**src/rtl/fp_pkg.sv**
```systemverilog
// Shared encodings for the FP multi-cycle issue slice: op selects, fflag positions, FSM states.
package fp_pkg;

  localparam logic FP_OP_DIV  = 1'b0;
  localparam logic FP_OP_SQRT = 1'b1;

  localparam int unsigned FFLAG_NV = 4;
  localparam int unsigned FFLAG_DZ = 3;
  localparam int unsigned FFLAG_OF = 2;
  localparam int unsigned FFLAG_UF = 1;
  localparam int unsigned FFLAG_NX = 0;

  typedef enum logic [1:0] {
    StIdle,
    StIssue,
    StWait,
    StResp
  } mc_state_e;

  // Quiet NaN with only the MSB of the fraction set; callers slice to FLEN.
  function automatic logic [63:0] canonical_nan(input int unsigned flen);
    return (flen == 64) ? 64'h7FF8_0000_0000_0000 : 64'h0000_0000_7FC0_0000;
  endfunction

endpackage

```
**src/rtl/fp_mc_watchdog.sv**
```systemverilog
// Cycle counter for the WAIT state; expire flags the last permitted cycle without done.
module fp_mc_watchdog #(
  parameter int unsigned TIMEOUT_CYCLES = 64
) (
  input  logic clk,
  input  logic reset,
  input  logic clear,
  input  logic enable,
  output logic expire
);

  localparam int unsigned CntW = (TIMEOUT_CYCLES > 1) ? $clog2(TIMEOUT_CYCLES) : 1;
  localparam logic [CntW-1:0] CntLast = CntW'(TIMEOUT_CYCLES - 1);

  logic [CntW-1:0] cnt_q;

  always_ff @(posedge clk) begin
    if (reset || clear) begin
      cnt_q <= '0;
    end else if (enable && (cnt_q != CntLast)) begin
      cnt_q <= cnt_q + 1'b1;
    end
  end

  assign expire = enable && (cnt_q == CntLast);

endmodule

```
**src/rtl/fp_mc_issue.sv**
```systemverilog
// Initiator for FDIV/FSQRT start/done units: one op in flight, operands held until done,
// result returned on a registered valid/ready response port.
module fp_mc_issue
  import fp_pkg::*;
#(
  parameter int unsigned FLEN           = 32,
  parameter int unsigned TAG_W          = 5,
  parameter int unsigned TIMEOUT_CYCLES = 64
) (
  input  logic             clk,
  input  logic             reset,
  input  logic             req_valid,
  output logic             req_ready,
  input  logic             req_op,
  input  logic [2:0]       req_rm,
  input  logic [FLEN-1:0]  req_a,
  input  logic [FLEN-1:0]  req_b,
  input  logic [TAG_W-1:0] req_tag,
  input  logic             flush,
  output logic             busy,
  output logic             div_start,
  output logic [2:0]       div_rm,
  output logic [FLEN-1:0]  div_a,
  output logic [FLEN-1:0]  div_b,
  input  logic             div_busy,
  input  logic             div_done,
  input  logic [FLEN-1:0]  div_result,
  input  logic [4:0]       div_fflags,
  output logic             sqrt_start,
  output logic [2:0]       sqrt_rm,
  output logic [FLEN-1:0]  sqrt_operand,
  input  logic             sqrt_busy,
  input  logic             sqrt_done,
  input  logic [FLEN-1:0]  sqrt_result,
  input  logic             sqrt_nv,
  input  logic             sqrt_nx,
  output logic             rsp_valid,
  input  logic             rsp_ready,
  output logic [FLEN-1:0]  rsp_result,
  output logic [4:0]       rsp_fflags,
  output logic [TAG_W-1:0] rsp_tag,
  output logic             rsp_timeout
);

  localparam logic [63:0] NanWide = canonical_nan(FLEN);

  mc_state_e        state_q;
  logic             op_q;
  logic [2:0]       rm_q;
  logic [FLEN-1:0]  a_q, b_q;
  logic [TAG_W-1:0] tag_q;
  logic             kill_q;
  logic             ready_en_q;
  logic             rsp_valid_q, rsp_timeout_q;
  logic [FLEN-1:0]  rsp_result_q;
  logic [4:0]       rsp_fflags_q;

  logic [FLEN-1:0] nan_val;
  logic            sel_busy, sel_done, start_ok, wd_expire;

  assign nan_val  = NanWide[FLEN-1:0];
  assign sel_busy = (op_q == FP_OP_SQRT) ? sqrt_busy : div_busy;
  assign sel_done = (op_q == FP_OP_SQRT) ? sqrt_done : div_done;
  // A flush seen in ISSUE wins over start: the op is dropped before the unit ever sees it.
  assign start_ok = (state_q == StIssue) && !sel_busy && !flush;

  fp_mc_watchdog #(
    .TIMEOUT_CYCLES(TIMEOUT_CYCLES)
  ) u_watchdog (
    .clk   (clk),
    .reset (reset),
    .clear (start_ok),
    .enable(state_q == StWait),
    .expire(wd_expire)
  );

  always_ff @(posedge clk) begin
    if (reset) begin
      state_q       <= StIdle;
      op_q          <= FP_OP_DIV;
      rm_q          <= '0;
      a_q           <= '0;
      b_q           <= '0;
      tag_q         <= '0;
      kill_q        <= 1'b0;
      ready_en_q    <= 1'b0;
      rsp_valid_q   <= 1'b0;
      rsp_timeout_q <= 1'b0;
      rsp_result_q  <= '0;
      rsp_fflags_q  <= '0;
    end else begin
      ready_en_q <= 1'b1;
      unique case (state_q)
        StIdle: begin
          if (req_valid && req_ready) begin
            op_q    <= req_op;
            rm_q    <= req_rm;
            a_q     <= req_a;
            b_q     <= req_b;
            tag_q   <= req_tag;
            kill_q  <= 1'b0;
            state_q <= StIssue;
          end
        end
        StIssue: begin
          if (flush) begin
            state_q <= StIdle;
          end else if (!sel_busy) begin
            state_q <= StWait;
          end
        end
        StWait: begin
          if (flush) begin
            kill_q <= 1'b1;
          end
          if (sel_done || wd_expire) begin
            if (kill_q || flush) begin
              kill_q  <= 1'b0;
              state_q <= StIdle;
            end else begin
              rsp_valid_q <= 1'b1;
              tag_q       <= tag_q;
              state_q     <= StResp;
              if (sel_done) begin
                rsp_timeout_q <= 1'b0;
                rsp_result_q  <= (op_q == FP_OP_SQRT) ? sqrt_result : div_result;
                rsp_fflags_q  <= (op_q == FP_OP_SQRT) ? {sqrt_nv, 3'b000, sqrt_nx} : div_fflags;
              end else begin
                rsp_timeout_q <= 1'b1;
                rsp_result_q  <= nan_val;
                rsp_fflags_q  <= 5'b1 << FFLAG_NV;
              end
            end
          end
        end
        StResp: begin
          if (flush || rsp_ready) begin
            rsp_valid_q <= 1'b0;
            state_q     <= StIdle;
          end
        end
        default: state_q <= StIdle;
      endcase
    end
  end

  assign req_ready    = (state_q == StIdle) && ready_en_q && !flush;
  assign busy         = (state_q != StIdle);
  assign div_start    = start_ok && (op_q == FP_OP_DIV);
  assign sqrt_start   = start_ok && (op_q == FP_OP_SQRT);
  assign div_rm       = rm_q;
  assign div_a        = a_q;
  assign div_b        = b_q;
  assign sqrt_rm      = rm_q;
  assign sqrt_operand = a_q;
  assign rsp_valid    = rsp_valid_q;
  assign rsp_result   = rsp_result_q;
  assign rsp_fflags   = rsp_fflags_q;
  assign rsp_tag      = tag_q;
  assign rsp_timeout  = rsp_timeout_q;

endmodule

```
**config.mk**
```make
export PLATFORM = sky130hd
export DESIGN_NAME = fp_mc_issue
export DESIGN_NICKNAME = d
export VERILOG_FILES = /design/src/rtl/fp_pkg.sv /design/src/rtl/fp_mc_watchdog.sv /design/src/rtl/fp_mc_issue.sv
export SDC_FILE = /design/constraint.sdc
export NUM_CORES = 1
export LEC_CHECK = 0
export ABC_CLOCK_PERIOD_IN_PS = 4100
export CAP_MARGIN = 5
export CORE_AREA = 2 2 118 120
export DETAILED_ROUTE_END_ITERATION = 8
export DIE_AREA = 0 0 120 122
export PLACE_DENSITY = 0.77
export REMOVE_ABC_BUFFERS = 1
export SYNTH_ARGS = -nofsm -noshare
export SYNTH_HDL_FRONTEND = slang
export SYNTH_SLANG_ARGS = --single-unit
```
**constraint.sdc**
```tcl
create_clock -name clk -period 4.1 [get_ports clk]
set_input_delay 0.82 -clock clk [delete_from_list [all_inputs] [get_ports clk]]
set_output_delay 0.82 -clock clk [all_outputs]
set_load 0.01 [all_outputs]
```
==> impl_metrics.env, run 1 <==
export IMPL_yosys_area_top_type="dfxtp_1"
export IMPL_cts_buffers=17
export IMPL_cts_resized_gates=0
export IMPL_design_area_um2=8543
export IMPL_maxSlewHeadroom=0.3187
export IMPL_cts_setup_buffers=0
export IMPL_num_nets_final=970
export IMPL_synth_most_common_cell="nand2_1"
export IMPL_chipWidth_um=120
export IMPL_synth_top_cell_area_share=0.4813
export IMPL_hpwl_mm=12.05
export IMPL_endpoint_kind="primary output"
export IMPL_hp_class="reg -> reg"
export IMPL_met3_length_mm=1.620
export IMPL_skew_ns=0.007499
export IMPL_avgSynthCellArea_um2=9.014
export IMPL_setup_viol=0
export IMPL_grt_max_degree=52
export IMPL_grt_overflow_total=0
export IMPL_maxCapViolations=0
export IMPL_drt_initial_drc_count=197
export IMPL_first_pass_iters=5
export IMPL_hold_path_startpoint="div_b[1]"
export IMPL_cts_tree="built"
export IMPL_leakage_nw=2.960
export IMPL_antenna_found_initial=1
export IMPL_routed_wl_mm=16.36
export IMPL_vias=4903
export IMPL_holdBufCountCts=0
export IMPL_wl_met2_mm=8.083
export IMPL_r2r_cells=5
export IMPL_cts_clk_slew_worst_paths_ns=0.05
export IMPL_status="complete, no violations"
export IMPL_crit_required_ns=3.28
export IMPL_fill_cells=1084
export IMPL_ios=303
export IMPL_synth_seq_cells=122
export IMPL_numPortBuffers=302
export IMPL_area_growth_pct=68.34
export IMPL_wl_per_cell_um=16.22
export IMPL_ys_warn_count=0
export IMPL_vdd_ir_drop_worst_mv=0.2204
export IMPL_placementRows=43
export IMPL_dp_cells=977
export IMPL_crit_path_start_kind="input port"
export IMPL_r2r_setup_slack_ns=1.91
export IMPL_stdcell_count=1009
export IMPL_fin_crit_sh=0.8255
export IMPL_synth_top_cells_by_area="dfxtp_1 48%, nand2_1 11%, a21oi_1 8.5%, mux2i_1 7.1%, buf_4 5.9%"
export IMPL_period_minus_slack_ns=3.385
export IMPL_worst_pin_slew_ns=1.020
export IMPL_clock_fmax_ghz=0.2955
export IMPL_htree_levels=4
export IMPL_grt_pass1_wl_mm=24.78
export IMPL_reg2reg_to="rsp_fflags[1]"
export IMPL_tns_ns=0
export IMPL_p_per_area_nw_per_um2=370.9
export IMPL_hold_depth=2
export IMPL_fin_util=0.6326
export IMPL_initial_core_util=0.3758
export IMPL_path_class="in -> out"
export IMPL_rsz0062_at_grt="false"
export IMPL_synthCells=563
export IMPL_clkSinkCount=122
export IMPL_hold_viol=0
export IMPL_clock_latency_ns=0.41
export IMPL_reg2reg_from="u_watchdog.cnt_q[0]"
export IMPL_drv_slew=0
export IMPL_grt_pass1_vias=4789
export IMPL_die_h_um=122
export IMPL_synth_edff_count=0
export IMPL_place_gp_congestion=0.8012
export IMPL_ys_types=39
export IMPL_clockRootBuffer="clkbuf_16"
export IMPL_route_detailed_drc=0
export IMPL_synth_main_ff_cell="dfxtp_1"
export IMPL_ys_seq_area_frac=0.4813
export IMPL_vias_per_cell=4.859
export IMPL_syn_area_um2=5075
export IMPL_placed_area_um2=7913
export IMPL_ys_async_sr_fraction=0
export IMPL_drt_met1_wl_mm=6.318
export IMPL_core_area_um2=13500
export IMPL_groute_usage_overall=0.2187
export IMPL_synthTopCellsByCount="153 x nand2_1, 122 x dfxtp_1, 86 x a21oi_1, 40 x buf_4, 36 x mux2i_1"
export IMPL_top_layer_used="met4"
export IMPL_crit_path_max_fanout=6
export IMPL_regArea_um2=2444
export IMPL_ant_nets=0
export IMPL_whs_endpoint="div_b[1]"
export IMPL_drive_gt1_frac=0.07729
export IMPL_cp_arrival_ns=2.56
export IMPL_clock_path_buffers=2
export IMPL_die_area_um2=14640
export IMPL_timing_hold_ws_ns=0.4525
export IMPL_startpoint="flush"
export IMPL_multiInputGateArea_um2=2158
## placed cells by master, fill, tap and decap left out, types with 2 or more instances in the layout
cell type and count:
clkdlybuf4s50_1 301, nand2_1 153, dfxtp_1 121, a21oi_1 86, mux2i_1 36, o2bb2ai_2 20
clkbuf_16 17, a211oi_1 12, nor2_1 9, buf_4 7, inv_1 4, nor3_1 4
o2bb2ai_1 4, o211ai_1 4, xor2_1 4, bufinv_16 4, clkinv_2 4, clkbuf_8 4
a22o_1 3, nand3b_1 2, nor2b_1 2, o21ai_0 2, nand2b_1 2, clkbuf_1 2
## worst max-delay path: stages
cell,delay (ns)
clkdlybuf4s50_1,0.49
or3b_2,0.50
nor3b_1,0.19
clkdlybuf4s50_1,0.56
## worst max path at each step
| stage | endpoint | slack [ns] | depth (start not counted) |
|---|---|---|---|
| 2_1_floorplan | kill_q | -1.11 | 4 |
| 3_3_place_gp | div_start | 0.74 | 4 |
| 3_5_place_dp | sqrt_start | 0.73 | 4 |
| 4_1_cts | sqrt_start | 0.71 | 4 |
| 5_1_grt | sqrt_start | 0.59 | 4 |
| 6_report | sqrt_start | 0.72 | 4 |
## power by group
part           total (mW)  internal, mW  switching, mW  leakage, nW
clock network        1.58          1.07          0.508        0.313
logic               0.357         0.220          0.137         1.66
registers            1.23          1.21         0.0182        0.988
total                3.17          2.51          0.663         2.96
## flip-flops by register name, indices dropped and copies added, names as in the netlist
register and count:
div_a 32, div_b 32, rsp_result 32, u_watchdog.cnt_q 6, rsp_fflags 5, rsp_tag 5, div_rm 3, state_q 2
kill_q 1, op_q 1, ready_en_q 1, rsp_timeout 1, rsp_valid 1
## metrics by stage
step,setup WS (ns),total power [mW]
floorplan,-1.108,1.353
CTS,0.7130,3.192
global route,0.5937,3.278
detailed placement,0.7272,1.612
finish,0.7154,3.169
global placement,0.7392,1.605
## per-layer routing
metal,vias up,GRT usage
met5,-,0
met3,30,0.09551
met2,235,0.3729
met4,0,0.08824
li1,2388,-
met1,2250,0.2387
## kinds of logic (layout without fill, tap and decap cells)
logic type               count (synthesis)  count (layout)  share of synthesized area
AO/OA/AOI/OAI                          136             136                     0.1911
AND/OR/NAND/NOR                        184             184                     0.1482
other                                    0               1                          0
flip-flops                             122             122                     0.4813
multiplexers                            37              37                    0.07544
adder cells (fa/ha/maj)                  1               1                   0.002465
XOR/XNOR                                 4               4                   0.006903
buffers and inverters                   79             344                    0.09467
## layout make-up
cell class,instances,area share
diodes,1,0.0002929
inverters,4,0.001757
well taps,180,0.02636
clock buffers,23,0.05712
clock inverters,8,0.01640
multi-input cells,362,0.2526
repair buffers,309,0.3594
flip-flops and latches,122,0.2860
(Power assumes the default switching activity.)
==> inputs of run 2 (changes only) <==
Settings changed: ABC_CLOCK_PERIOD_IN_PS 4100 to 2800, CORE_AREA 2 2 118 120 to unset, CORE_MARGIN set to 2, CORE_UTILIZATION set to 34, DIE_AREA 0 0 120 122 to unset, PLACE_DENSITY 0.77 to 0.73.
Clock period 4.1 ns to 2.8 ns, I/O delays scaled along.
==> run 2 against run 1 <==
Count of clock-buffer cells in the layout is 3 lower. Clock power grew 41%. Die area up 8.7%. Worst setup slack worse by 0.62 ns. Highest routed layer unchanged. Sequential power up 46%. Combinational power rose by 49%.
==> impl_metrics.env, run 2 (synthesized netlist as in run 1, its figures left out) <==
export IMPL_status="complete, no violations"
export IMPL_wl_per_cell_um=16.09
export IMPL_cts_clk_slew_worst_paths_ns=0.05
export IMPL_antenna_found_initial=0
export IMPL_area_growth_pct=69.85
export IMPL_clock_path_buffers=2
export IMPL_placementRows=44
export IMPL_grt_max_degree=80
export IMPL_path_class="in -> out"
export IMPL_hp_class="reg -> reg"
export IMPL_p_sw_mw=1.017
export IMPL_cp_common_cell="clkdlybuf4s50_1"
export IMPL_num_antenna_cells=0
export IMPL_place_gp_congestion=0.7961
export IMPL_clkPwrFrac=0.489
export IMPL_ant_nets=0
export IMPL_initial_core_util=0.3492
export IMPL_cp_slowest_cell="clkdlybuf4s50_1"
export IMPL_first_pass_iters=4
export IMPL_num_nets_final=976
export IMPL_maxSlewHeadroom=0.6017
export IMPL_final_cell_mix="300 x clkdlybuf4s50_1, 153 x nand2_1, 121 x dfxtp_1"
export IMPL_vias=4784
export IMPL_cp_arrival_ns=2.14
export IMPL_htree_levels=4
export IMPL_power_mw=4.563
export IMPL_hpwl_mm=11.92
export IMPL_crit_chain="clkdlybuf4s50_1 -> or3b_2 -> nor3_1 -> clkdlybuf4s50_1"
export IMPL_endpoint_kind="primary output"
export IMPL_skew_ns=0.006808
export IMPL_core_area_um2=14530
export IMPL_grt_overflow_total=0
export IMPL_crit_path_start_kind="input port"
export IMPL_leakage_nw=3.007
export IMPL_critPathBufInv=2
export IMPL_fill_cells=1284
export IMPL_drive_gt1_frac=0.08623
export IMPL_vdd_ir_drop_worst_mv=0.4038
export IMPL_grt_pass1_vias=4827
export IMPL_route_detailed_drc=0
export IMPL_clockRootBuffer="clkbuf_16"
export IMPL_p_per_area_nw_per_um2=529.3
export IMPL_setup_viol=0
export IMPL_drv_slew=0
export IMPL_numPortBuffers=302
export IMPL_chipWidth_um=126.2
export IMPL_worst_pin_slew_ns=0.5892
export IMPL_grt_pass1_wl_mm=25.32
export IMPL_vias_per_cell=4.695
export IMPL_critPathMaxStageDelay_ns=0.56
export IMPL_seqPwrFrac=0.394
export IMPL_maxCapViolations=0
export IMPL_die_h_um=126.2
export IMPL_crit_required_ns=2.24
export IMPL_routed_wl_mm=16.40
export IMPL_period_minus_slack_ns=2.704
export IMPL_tns_ns=0
export IMPL_combinationalPowerShare=0.117
export IMPL_fin_crit_sh=0.9657
export IMPL_cts_buffers=17
export IMPL_rsz0062_at_grt="false"
export IMPL_clock_fmax_ghz=0.3698
export IMPL_drt_initial_drc_count=240
export IMPL_cts_tree="built"
export IMPL_clock_latency_ns=0.42
export IMPL_ios=303
export IMPL_groute_usage_overall=0.2033
export IMPL_clkSinkCount=122
export IMPL_swShare=0.2230
export IMPL_internal_power_mw=3.545
export IMPL_final_common_cell="clkdlybuf4s50_1"
export IMPL_die_area_um2=15920
export IMPL_cp_top_family="buffers and inverters"
export IMPL_hold_viol=0
export IMPL_crit_path_max_fanout=3
-- run 2: changes by cell type in the layout (fill, tap and decap cells not counted), sizes merged --
cell and delta:
buf +6, clkbuf -3, clkinv +3, clkinvlp +2, bufinv -1, clkdlybuf4s50 -1
diode -1, dlymetal6s2s +1
-- run 2: per-layer routing --
layer,vias to the layer above,wire length [um],global-route usage
met4,0,228,0.06141
met1,2149,6544,0.2249
li1,2399,-,-
met3,18,1609,0.09388
met5,-,0,0
met2,218,8018,0.3491
-- run 2: what timing repair did --
item	CTS	global route
buffers inserted	0	0
setup endpoints to repair	0	1
hold buffers	0	0
gates resized for setup	0	1
-- run 2: area by class of cell --
class / instances / area (um2) / area share
clock buffer: 20 / 456.7 / 0.05298
tap: 184 / 230.2 / 0.02671
sequential: 122 / 2444 / 0.2835
multi-input combinational: 362 / 2158 / 0.2504
timing repair buffer: 315 / 3168 / 0.3675
clock inverter: 12 / 147.6 / 0.01713
inverter: 4 / 15.01 / 0.001742
-- run 2: worst min-delay path: stages, from the launching register on --
cell     delay [ns]
dfxtp_1        0.30
nand2_1        0.05
a21oi_1        0.05
-- run 2: power by group through the flow --
stage | logic, mW | registers [mW] | clock network, mW
3_5_place_dp | 0.536 | 1.84 | 0
5_1_grt | 0.574 | 1.80 | 2.37
2_1_floorplan | 0.116 | 1.86 | 0
3_3_place_gp | 0.534 | 1.83 | 0
6_report | 0.533 | 1.80 | 2.23
4_1_cts | 0.540 | 1.80 | 2.28
-- run 2: worst paths after layout --
| check | startpoint | to | slack [ns] | cells after the start |
|---|---|---|---|---|
| worst min register to register | div_b[13] | div_b[13] | 0.45 | 2 |
| worst max-delay path | flush | div_start | 0.1 | 4 |
| worst min-delay path | div_b[13] | div_b[13] | 0.45 | 2 |
| worst max register to register | state_q[1] | rsp_result[7] | 1.12 | 5 |
-- run 2: through the flow --
step	hold slack (ns)	setup WS, ns	instances	cell area (um2)	utilization
6_report	0.4518	0.09616	1019	8620	0.5931
5_1_grt	0.4732	0.03746	1019	8620	0.5931
4_1_cts	0.4543	0.03945	1019	8617	0.5929
3_5_place_dp	0.4466	0.03945	987	8013	0.5513
3_3_place_gp	0.4419	0.05189	987	8013	0.5513
2_1_floorplan	0.4408	-2.148	488	4609	-
==> inputs of run 3 (changes only) <==
Settings changed: ABC_AREA set to 1, CORE_UTILIZATION 34 to 35, PLACE_DENSITY 0.73 to 0.74.
==> run 3 against run 2 <==
Utilization grew 0.46 points. Critical path depth grew 1. Power grew 18%. Final cell count grew 16%. Cell area grew 1.5%. Hold slack gained 0.0054 ns. Combinational power grew 140%. Maximum frequency grew 1.8%. Via count grew 17%. Clock skew grew 0.0055 ns. Highest routed layer unchanged.
==> impl_metrics.env, run 3 <==
export IMPL_synth_main_ff_cell="dfxtp_1"
export IMPL_avgSynthCellArea_um2=7.183
export IMPL_synth_top_cell_area_share=0.4607
export IMPL_clock_path_buffers=2
export IMPL_drv_slew=0
export IMPL_hold_viol=0
export IMPL_status="complete, no violations"
export IMPL_cts_tree="built"
export IMPL_ys_async_sr_fraction=0
export IMPL_endpoint_kind="primary output"
export IMPL_groute_usage_overall=0.2057
export IMPL_routed_wl_mm=17.09
export IMPL_core_area_um2=14640
export IMPL_grt_pass1_wl_mm=26.59
export IMPL_vdd_ir_drop_worst_mv=0.4059
export IMPL_r2r_setup_slack_ns=0.86
export IMPL_tns_ns=0
export IMPL_dp_cells=1150
export IMPL_numPortBuffers=302
export IMPL_placementRows=44
export IMPL_startpoint="flush"
export IMPL_ys_warn_count=0
export IMPL_fin_crit_sh=0.9481
export IMPL_first_pass_iters=5
export IMPL_place_gp_congestion=0.8477
export IMPL_vias_per_cell=4.743
export IMPL_reg2reg_from="op_q"
export IMPL_worst_pin_slew_ns=0.5118
export IMPL_maxCapViolations=0
export IMPL_skew_ns=0.01230
export IMPL_clkSinkCount=122
export IMPL_r2r_cells=9
export IMPL_num_nets_final=1139
export IMPL_rsz0062_at_grt="false"
export IMPL_fill_cells=1353
export IMPL_leakage_nw=3.263
export IMPL_die_area_um2=16150
export IMPL_grt_max_degree=74
export IMPL_ios=303
export IMPL_synth_edff_count=0
export IMPL_clockRootBuffer="clkbuf_16"
export IMPL_cts_buffers=17
export IMPL_hp_class="reg -> reg"
export IMPL_cts_resized_gates=0
export IMPL_cts_setup_buffers=0
export IMPL_cts_clk_slew_worst_paths_ns=0.05
export IMPL_fin_util=0.5977
export IMPL_crit_path_max_fanout=5
export IMPL_clock_fmax_ghz=0.3767
export IMPL_synthTopCellsByCount="253 x nand2_1, 122 x a21oi_1, 122 x dfxtp_1, 83 x nand3_1, 36 x buf_4"
export IMPL_holdBufCountCts=0
export IMPL_synth_top_cells_by_area="dfxtp_1 46%, nand2_1 18%, a21oi_1 12%, nand3_1 7.8%, buf_4 5.1%"
export IMPL_die_h_um=127.1
export IMPL_area_growth_pct=65.09
export IMPL_drt_initial_drc_count=348
export IMPL_cp_arrival_ns=2.09
export IMPL_wl_per_cell_um=14.46
export IMPL_crit_path_end="div_start"
export IMPL_num_antenna_cells=0
export IMPL_antenna_found_initial=0
export IMPL_grt_pass1_vias=5297
export IMPL_hpwl_mm=12.01
export IMPL_initial_core_util=0.3620
export IMPL_chipWidth_um=127.1
export IMPL_period_minus_slack_ns=2.655
export IMPL_final_common_cell="clkdlybuf4s50_1"
export IMPL_drive_gt1_frac=0.05912
export IMPL_maxSlewHeadroom=0.6588
export IMPL_timing_hold_ws_ns=0.4572
export IMPL_stdcell_count=1182
export IMPL_vias=5606
export IMPL_final_cell_mix="300 x clkdlybuf4s50_1, 252 x nand2_1, 122 x a21oi_1, 122 x dfxtp_1, 83 x nand3_1"
export IMPL_reg2reg_to="rsp_result[22]"
export IMPL_yosys_area_top_type="dfxtp_1"
export IMPL_synthCells=738
export IMPL_synth_seq_cells=122
export IMPL_route_detailed_drc=0
export IMPL_clock_latency_ns=0.41
export IMPL_syn_area_um2=5301
export IMPL_htree_levels=4
export IMPL_path_class="in -> out"
export IMPL_crit_path_start_kind="input port"
export IMPL_grt_overflow_total=0
export IMPL_hold_path_startpoint="rsp_valid"
export IMPL_ys_types=26
export IMPL_ant_nets=0
export IMPL_p_per_area_nw_per_um2=613.3
export IMPL_ys_seq_area_frac=0.4607
export IMPL_setup_viol=0
export IMPL_crit_required_ns=2.24
export IMPL_synth_most_common_cell="nand2_1"
## run 3: changes by cell type after synthesis, sizes merged, moves of 9 or more
cell | previous run | this run
clkbuf | 15 | 28
a21oi | 87 | 122
nand3 | 1 | 83
a211oi | 12 | 0
nand2 | 153 | 256
inv | 4 | 21
mux2i | 37 | 0
o21ai | 3 | 12
o2bb2ai | 24 | 0
nor2 | 9 | 30
## run 3: area by class of cell
cell class | instances | area, um2 | share of cell area
clock inverters | 13 | 151.4 | 0.01730
flip-flops and latches | 122 | 2442 | 0.2791
inverters | 21 | 81.33 | 0.009292
repair buffers | 312 | 3128 | 0.3574
clock buffers | 19 | 432.9 | 0.04946
multi-input cells | 511 | 2286 | 0.2612
well taps | 184 | 230.2 | 0.02630
## run 3: how the worst min path moves through the flow
stage	slack (ns)	to	depth (start not counted)
floorplan	0.45	u_watchdog.cnt_q[3]	2
global placement	0.45	div_b[5]	2
detailed placement	0.45	div_b[12]	2
CTS	0.46	div_b[5]	2
global route	0.47	rsp_result[20]	2
finish	0.46	rsp_valid	2
## run 3: worst max-delay path: stages
cell,delay (ns)
clkdlybuf4s50_1,0.53
inv_1,0.10
nand3_1,0.16
nor2_1,0.17
clkdlybuf4s50_1,0.58
## run 3: kinds of logic (layout without fill, tap and decap cells)
group                      count (synthesis)  after routing  synth area share
xor gates and xnor gates                   1              1          0.001652
and+or+nand+nor                          375            375            0.2990
adders and majority gates                  1              1          0.002360
buffers and inverters                    105            365            0.1097
DFF                                      122            122            0.4607
AOI/OAI and AO/OA                        134            134            0.1265
## run 3: per-stage QoR
| step | setup WS, ns | total power [mW] | instance area (um2) |
|---|---|---|---|
| after CTS | 0.1208 | 5.419 | 8752 |
| final | 0.1452 | 5.368 | 8752 |
| after global routing | 0.05018 | 5.631 | 8752 |
| after floorplan | -2.471 | 2.517 | 4801 |
| after detailed placement | 0.1316 | 3.246 | 8168 |
| after global placement | 0.1281 | 3.236 | 8168 |
## run 3: power breakdown
group          total, mW  switching, mW  internal (mW)  leakage (nW)
registers           1.95         0.0823           1.86         0.988
logic               1.26          0.641          0.623          1.99
clock network       2.16          0.769           1.39         0.283
total               5.37           1.49           3.88          3.26
## run 3: per-layer routing
metal | GRT usage | vias up | wire length [um]
met5 | 0 | - | 0
met4 | 0.08920 | 0 | 514
met3 | 0.06491 | 37 | 1112
met2 | 0.3545 | 174 | 8439
met1 | 0.2352 | 2547 | 7021
li1 | - | 2848 | -
